`config.mk`:
```
export PLATFORM = sky130hd
export DESIGN_NAME = multi_tone_gen
export DESIGN_NICKNAME = d
export VERILOG_FILES = /design/src/rtl/multi_tone_gen.sv
export SDC_FILE = /design/constraint.sdc
export NUM_CORES = 2
export LEC_CHECK = 0
export ABC_AREA = 1
export CORE_MARGIN = 2
export CORE_UTILIZATION = 40
export DETAILED_ROUTE_END_ITERATION = 10
export PLACE_DENSITY = 0.69
export RECOVER_POWER = 100
export SLEW_MARGIN = 5
export SYNTH_ARGS = -nofsm -noshare
export SYNTH_HDL_FRONTEND = slang
export SYNTH_SLANG_ARGS = --single-unit
```
`constraint.sdc`:
```
create_clock -name clk -period 6.7 [get_ports clk]
set_clock_uncertainty 0.1 [all_clocks]
set_input_delay 0.67 -clock clk [delete_from_list [all_inputs] [get_ports clk]]
set_output_delay 0.67 -clock clk [all_outputs]
set_load 0.05 [all_outputs]
```
`src/rtl/multi_tone_gen.sv`:
```
// multi_tone_gen: time-multiplexed quadrature tone generator.
// Each channel owns a 16-bit phase accumulator, phase increment and signed
// amplitude. Channels are issued round-robin into a shared three-stage
// pipeline that shapes phase into a parabolic sine approximation. Output is a
// single AXI-Stream of interleaved samples with tlast every spp beats.
// Build option: define MULTI_TONE_QUAD_EN to build the cosine (Q) path;
// without it Q is always 16'h0000 and I timing is unchanged.
module multi_tone_gen #(
   parameter int NUM_CHANNELS      = 4,
   parameter int SR_PHASE_INC_BASE = 129,
   parameter int SR_AMPLITUDE_BASE = 145,
   parameter int SR_SPP_ADDR       = 161,
   parameter int CHAN_W            = 2
) (
   input  logic              clk,
   input  logic              reset,
   input  logic              clear,
   input  logic              enable,
   input  logic              set_stb,
   input  logic [7:0]        set_addr,
   input  logic [31:0]       set_data,
   output logic [31:0]       o_tdata,
   output logic [CHAN_W-1:0] o_tchan,
   output logic              o_tlast,
   output logic              o_tvalid,
   input  logic              o_tready
);

   localparam logic [CHAN_W-1:0] LAST_CH = CHAN_W'(NUM_CHANNELS - 1);

   // Parabola x*(32768-x) scaled back to 15 bits; peak (x=0x4000) saturates.
   function automatic logic [14:0] parabola(input logic [14:0] x);
      logic [29:0] prod;
      logic [29:0] shifted;
      prod    = 30'(x) * (30'd32768 - 30'(x));
      shifted = prod >> 13;
      return (shifted > 30'd32767) ? 15'h7FFF : shifted[14:0];
   endfunction

   // Amplitude scaling with floor shift, then half-cycle sign flip.
   // |result| never exceeds 32767, so the negation cannot overflow.
   function automatic logic [15:0] scale(input logic [14:0] y,
                                         input logic signed [15:0] a,
                                         input logic neg);
      logic signed [31:0] prod;
      logic signed [15:0] v;
      prod = $signed({17'd0, y}) * $signed({{16{a[15]}}, a});
      v    = 16'(prod >>> 15);
      return neg ? -v : v;
   endfunction

   // ---------------- settings registers ----------------
   logic [15:0]        phase_inc_reg [NUM_CHANNELS];
   logic signed [15:0] amp_reg       [NUM_CHANNELS];
   logic [15:0]        spp_reg;

   logic [8:0]              inc_off;
   logic [8:0]              amp_off;
   logic [NUM_CHANNELS-1:0] inc_hit;
   logic [NUM_CHANNELS-1:0] amp_hit;
   logic                    spp_hit;

   // Offsets are computed 9 bits wide so addresses below a base wrap to a
   // large value and never alias onto a channel.
   assign inc_off = {1'b0, set_addr} - 9'(SR_PHASE_INC_BASE);
   assign amp_off = {1'b0, set_addr} - 9'(SR_AMPLITUDE_BASE);
   assign spp_hit = set_stb && (set_addr == 8'(SR_SPP_ADDR));

   generate
      for (genvar gi = 0; gi < NUM_CHANNELS; gi++) begin : g_decode
         assign inc_hit[gi] = set_stb && (inc_off == 9'(gi));
         assign amp_hit[gi] = set_stb && (amp_off == 9'(gi));
      end
   endgenerate

   // Register file writes; clear leaves these untouched.
   always_ff @(posedge clk) begin
      if (reset) begin
         for (int c = 0; c < NUM_CHANNELS; c++) begin
            phase_inc_reg[c] <= '0;
            amp_reg[c]       <= '0;
         end
         spp_reg <= 16'd16;
      end else begin
         for (int c = 0; c < NUM_CHANNELS; c++) begin
            if (inc_hit[c]) phase_inc_reg[c] <= set_data[15:0];
            if (amp_hit[c]) amp_reg[c]       <= set_data[15:0];
         end
         if (spp_hit) spp_reg <= set_data[15:0];
      end
   end

   // ---------------- issue ----------------
   logic [15:0] acc_reg [NUM_CHANNELS];
   logic [CHAN_W-1:0] ch_ptr_reg;
   logic [CHAN_W-1:0] ch_ptr_next;
   logic              advance;
   logic              issue;
   logic [15:0]       issue_phase;
   logic [15:0]       issue_inc;
   logic signed [15:0] issue_amp;

   assign advance     = !o_tvalid || o_tready;
   assign issue       = enable && advance && !clear;
   assign issue_phase = acc_reg[ch_ptr_reg];
   assign issue_inc   = phase_inc_reg[ch_ptr_reg];
   assign issue_amp   = amp_reg[ch_ptr_reg];
   assign ch_ptr_next = (ch_ptr_reg == LAST_CH) ? '0 : ch_ptr_reg + 1'b1;

   // Accumulators and channel pointer step only on an actual issue.
   always_ff @(posedge clk) begin
      if (reset || clear) begin
         for (int c = 0; c < NUM_CHANNELS; c++) acc_reg[c] <= '0;
         ch_ptr_reg <= '0;
      end else if (issue) begin
         acc_reg[ch_ptr_reg] <= issue_phase + issue_inc;
         ch_ptr_reg          <= ch_ptr_next;
      end
   end

   // ---------------- stage 1: phase / quadrant split ----------------
   logic               s1_valid_reg;
   logic [CHAN_W-1:0]  s1_chan_reg;
   logic               s1_neg_i_reg;
   logic [14:0]        s1_x_i_reg;
   logic signed [15:0] s1_amp_reg;
`ifdef MULTI_TONE_QUAD_EN
   logic               s1_neg_q_reg;
   logic [14:0]        s1_x_q_reg;
   logic [15:0]        issue_phase_q;
   assign issue_phase_q = issue_phase + 16'h4000;
`endif

   // Capture the issued channel's phase and amplitude (old values if a
   // settings write lands on the same edge).
   always_ff @(posedge clk) begin
      if (reset) begin
         s1_valid_reg <= 1'b0;
         s1_chan_reg  <= '0;
         s1_neg_i_reg <= 1'b0;
         s1_x_i_reg   <= '0;
         s1_amp_reg   <= '0;
`ifdef MULTI_TONE_QUAD_EN
         s1_neg_q_reg <= 1'b0;
         s1_x_q_reg   <= '0;
`endif
      end else if (clear) begin
         s1_valid_reg <= 1'b0;
      end else if (advance) begin
         s1_valid_reg <= issue;
         if (issue) begin
            s1_chan_reg  <= ch_ptr_reg;
            s1_neg_i_reg <= issue_phase[15];
            s1_x_i_reg   <= issue_phase[14:0];
            s1_amp_reg   <= issue_amp;
`ifdef MULTI_TONE_QUAD_EN
            s1_neg_q_reg <= issue_phase_q[15];
            s1_x_q_reg   <= issue_phase_q[14:0];
`endif
         end
      end
   end

   // ---------------- stage 2: parabola and saturation ----------------
   logic               s2_valid_reg;
   logic [CHAN_W-1:0]  s2_chan_reg;
   logic               s2_neg_i_reg;
   logic [14:0]        s2_y_i_reg;
   logic signed [15:0] s2_amp_reg;
`ifdef MULTI_TONE_QUAD_EN
   logic               s2_neg_q_reg;
   logic [14:0]        s2_y_q_reg;
`endif

   // Evaluate the unscaled waveform magnitude for each path.
   always_ff @(posedge clk) begin
      if (reset) begin
         s2_valid_reg <= 1'b0;
         s2_chan_reg  <= '0;
         s2_neg_i_reg <= 1'b0;
         s2_y_i_reg   <= '0;
         s2_amp_reg   <= '0;
`ifdef MULTI_TONE_QUAD_EN
         s2_neg_q_reg <= 1'b0;
         s2_y_q_reg   <= '0;
`endif
      end else if (clear) begin
         s2_valid_reg <= 1'b0;
      end else if (advance) begin
         s2_valid_reg <= s1_valid_reg;
         if (s1_valid_reg) begin
            s2_chan_reg  <= s1_chan_reg;
            s2_neg_i_reg <= s1_neg_i_reg;
            s2_y_i_reg   <= parabola(s1_x_i_reg);
            s2_amp_reg   <= s1_amp_reg;
`ifdef MULTI_TONE_QUAD_EN
            s2_neg_q_reg <= s1_neg_q_reg;
            s2_y_q_reg   <= parabola(s1_x_q_reg);
`endif
         end
      end
   end

   // ---------------- stage 3: amplitude, sign, packetisation ----------------
   logic [15:0] i_next;
   logic [15:0] q_next;
   logic [15:0] beat_cnt_reg;
   logic [15:0] spp_latched_reg;
   logic [15:0] cur_spp;
   logic        beat_is_last;

   assign i_next = scale(s2_y_i_reg, s2_amp_reg, s2_neg_i_reg);
`ifdef MULTI_TONE_QUAD_EN
   assign q_next = scale(s2_y_q_reg, s2_amp_reg, s2_neg_q_reg);
`else
   assign q_next = 16'h0000;
`endif

   // beat_cnt_reg counts beats already placed in the current packet. A new
   // beat only enters the output register once the previous one has been
   // accepted, so this equals the accepted-beat count. The first beat of a
   // packet uses the live spp and latches it; spp of 0 or 1 gives tlast on
   // every beat because the compare is >=.
   assign cur_spp      = (beat_cnt_reg == '0) ? spp_reg : spp_latched_reg;
   assign beat_is_last = ({1'b0, beat_cnt_reg} + 17'd1) >= {1'b0, cur_spp};

   // Output register: holds steady while stalled, loads on advance.
   always_ff @(posedge clk) begin
      if (reset) begin
         o_tvalid        <= 1'b0;
         o_tdata         <= '0;
         o_tchan         <= '0;
         o_tlast         <= 1'b0;
         beat_cnt_reg    <= '0;
         spp_latched_reg <= 16'd16;
      end else if (clear) begin
         o_tvalid     <= 1'b0;
         o_tlast      <= 1'b0;
         beat_cnt_reg <= '0;
      end else if (advance) begin
         o_tvalid <= s2_valid_reg;
         if (s2_valid_reg) begin
            o_tdata      <= {i_next, q_next};
            o_tchan      <= s2_chan_reg;
            o_tlast      <= beat_is_last;
            beat_cnt_reg <= beat_is_last ? '0 : beat_cnt_reg + 1'b1;
            if (beat_cnt_reg == '0) spp_latched_reg <= spp_reg;
         end
      end
   end

endmodule

```
==> results.sh <==
export IMPL_status="finished with violations"
export IMPL_violations="capacitance limit, slew limit"
export IMPL_cp_max_fo=3
export IMPL_via_per_inst=4.96
export IMPL_track_usage=0.197
export IMPL_synth_edf_count=192
export IMPL_cts_sinks=334
export IMPL_cellPowerDensity_nw_per_um2=268
export IMPL_worstPathArrival_ns=6.97
export IMPL_grt_pass1_vias=26100
export IMPL_path_common_cell="fa_1"
export IMPL_rows=104
export IMPL_postSynthAreaPerCell_sq_um=7.99
export IMPL_yosysTopAreaCell="fa_1"
export IMPL_nFillCells=7840
export IMPL_fin_nets=4831
export IMPL_tritoncts="built"
export IMPL_worstSetupEndpointType="register"
export IMPL_clock_latency_ns=0.54
export IMPL_postCtsHoldBufs=0
export IMPL_grt_pass1_wl_um=133000
export IMPL_synth_common_cells="inv_1 (862), nand2_1 (755), nor2_1 (533)"
export IMPL_clockRootBuffer="clkbuf_16"
export IMPL_instances_no_fill=5244
export IMPL_port_buffers=49
export IMPL_syn_area_sq_um=32200
export IMPL_finalSetupViolCount=0
export IMPL_vias=26000
export IMPL_finish_utilization=0.458
export IMPL_max_slew_margin_rel=-0.561
export IMPL_yosysTopAreaCellShare=0.222
export IMPL_worstPathRequired_ns=7.02
export IMPL_numCtsBuffers=34
export IMPL_drv_slew=111
export IMPL_p_total_w=0.00983
export IMPL_antenna_left=0
export IMPL_start_util=0.402
export IMPL_dieArea_sq_um=82900
export IMPL_route_detailed_drc=0
export IMPL_whs_ns=0.371
export IMPL_crit_path_start_kind="register"
export IMPL_async_flop_share=0
export IMPL_fin_crit_sh=0.993
export IMPL_clock_path_buffers=3
export IMPL_path_class="register to register"
export IMPL_syn_inst=4034
export IMPL_synth_most_common_cell="inv_1"
export IMPL_fp_dieW_um=288
export IMPL_post_drt_wl_per_cell_um=15.2
export IMPL_p_sw_w=0.00401
export IMPL_seq_power_share=0.234
export IMPL_internal_power_w=0.00582
export IMPL_overflow=0
export IMPL_clkPwrFrac=0.200
export IMPL_dp_hpwl_um=61100
export IMPL_antenna_found_initial=0
export IMPL_ys_seq_area_frac=0.267
export IMPL_drive_gt1_frac=0.0966
export IMPL_synth_area_top_cells="fa_1 (22%), edfxtp_1 (18%), ha_1 (10%), inv_1 (10%), dfxtp_1 (8.8%)"
export IMPL_p_sw_frac=0.408
export IMPL_dr_pass1_iters=6
export IMPL_worst_path_max_delay_cell="fa_1"
export IMPL_n_antenna_cell=0
export IMPL_drt_iter0_markers=1843
export IMPL_power_leakage_nw=18.5
export IMPL_area_growth_pct=13.8
export IMPL_ios=82
export IMPL_fmax_mhz=150
export IMPL_ys_flop_type="edfxtp_1"
export IMPL_rsz0062_at_grt="true"
export IMPL_yosysUniqueCellTypes=51
export IMPL_ys_warnings_count=0
export IMPL_slowest_delay_ns=0.55
export IMPL_grt_max_degree=65
export IMPL_cts_htree_levels=2
export IMPL_placedCellCount=5167
export IMPL_drv_cap=2
export IMPL_fin_crit_ns=6.65
export IMPL_ys_ff_latch=334
export IMPL_die_h_um=288
export IMPL_clk_pin_slew_ns=0.07
export IMPL_hold_violations=0
export IMPL_peakVddDrop_uv=414
export IMPL_hold_class="register to register"
export IMPL_coreArea_sq_um=80200
export IMPL_worst_pin_slew_ns=2.34
export IMPL_gp_congestion=0.913
export IMPL_wirelength_um=79700
export IMPL_p_comb_frac=0.566
layout by cell type (no fill, tap or decap), types with 25 or more instances in the layout:
cell type        Yosys  layout
a21oi_1            152     134
buf_4               16     177
clkbuf_16            0      34
clkdlybuf4s50_1      0      29
conb_1               2      30
dfxtp_1            142     125
edfxtp_1           192     192
fa_1               358     354
ha_1               269     250
inv_1              862     846
nand2_1            755     740
nand3_1             81      77
nor2_1             533     514
o21ai_0            233     218
o22ai_1             48      48
xor2_1              27      25
through the flow:
stage,area (sq um),setup TNS (ns),setup WS [ns]
2_1_floorplan,32400,0,0.00957
3_3_place_gp,34800,-3.19,-0.260
3_5_place_dp,34800,-4.64,-0.335
4_1_cts,36300,-0.0774,-0.0252
5_1_grt,36700,-3.51,-0.263
6_report,36700,0,0.0474
worst max-delay path, delay by kind of cell, from the launching register on:
| kind | cells | cell delay [ns] |
|---|---|---|
| adder cells (fa/ha/maj) | 8 | 3.52 |
| AND/OR/NAND/NOR | 11 | 1.23 |
| buffers and inverters | 8 | 0.67 |
| AO/OA/AOI/OAI | 5 | 0.65 |
| flip-flops | 1 | 0.36 |
final timing paths:
kind	from	end	slack, ns	depth (start not counted)
setup / recovery	s1_x_i_reg[1]	s2_y_i_reg[14]	0.05	32
hold / removal	beat_cnt_reg[14]	beat_cnt_reg[14]	0.37	2
setup reg to reg	s1_x_i_reg[1]	s2_y_i_reg[14]	0.05	32
hold reg to reg	beat_cnt_reg[14]	beat_cnt_reg[14]	0.37	2
power by group through the flow:
stage / Sequential, W / Clock, W / Combinational [W]
final: 0.00230 / 0.00197 / 0.00556
after global routing: 0.00230 / 0.00206 / 0.00622
after CTS: 0.00229 / 0.00199 / 0.00508
after detailed placement: 0.00234 / 0 / 0.00455
after global placement: 0.00234 / 0 / 0.00454
after floorplan: 0.00232 / 0 / 0.00280
cell families after synthesis:
logic type | Yosys count | synth area share
AOI/OAI and AO/OA | 496 | 0.0840
other | 2 | 0.000233
muxes | 15 | 0.00466
buffers and inverters | 1060 | 0.126
DFF | 334 | 0.267
adders and majority gates | 627 | 0.327
xor gates and xnor gates | 45 | 0.0122
and+or+nand+nor | 1455 | 0.180
area by class of cell:
cell class              instances  area (sq um)  share of cell area
multi-input cells            2668         20300               0.554
inverters                     886          3330              0.0909
repair inverters                1          8.76            0.000239
repair buffers                233          1900              0.0518
clock inverters                14           200             0.00546
well taps                    1060          1330              0.0362
clock buffers                  48           947              0.0258
flip-flops and latches        334          8640               0.236
routing by layer:
layer	vias to the layer above	track usage	share of wire
met5	-	0	0
met4	0	0.0424	0.021
met3	104	0.0228	0.058
met2	748	0.340	0.48
met1	12600	0.266	0.44
li1	12600	-	-
repair_timing:
action                                  CTS  global route
buffers inserted                         11             3
endpoints found under the setup margin   18            26
resized for setup                        78            86
gates cloned                              1             0
pin swaps                                42            38
(Power assumes the default switching activity.)
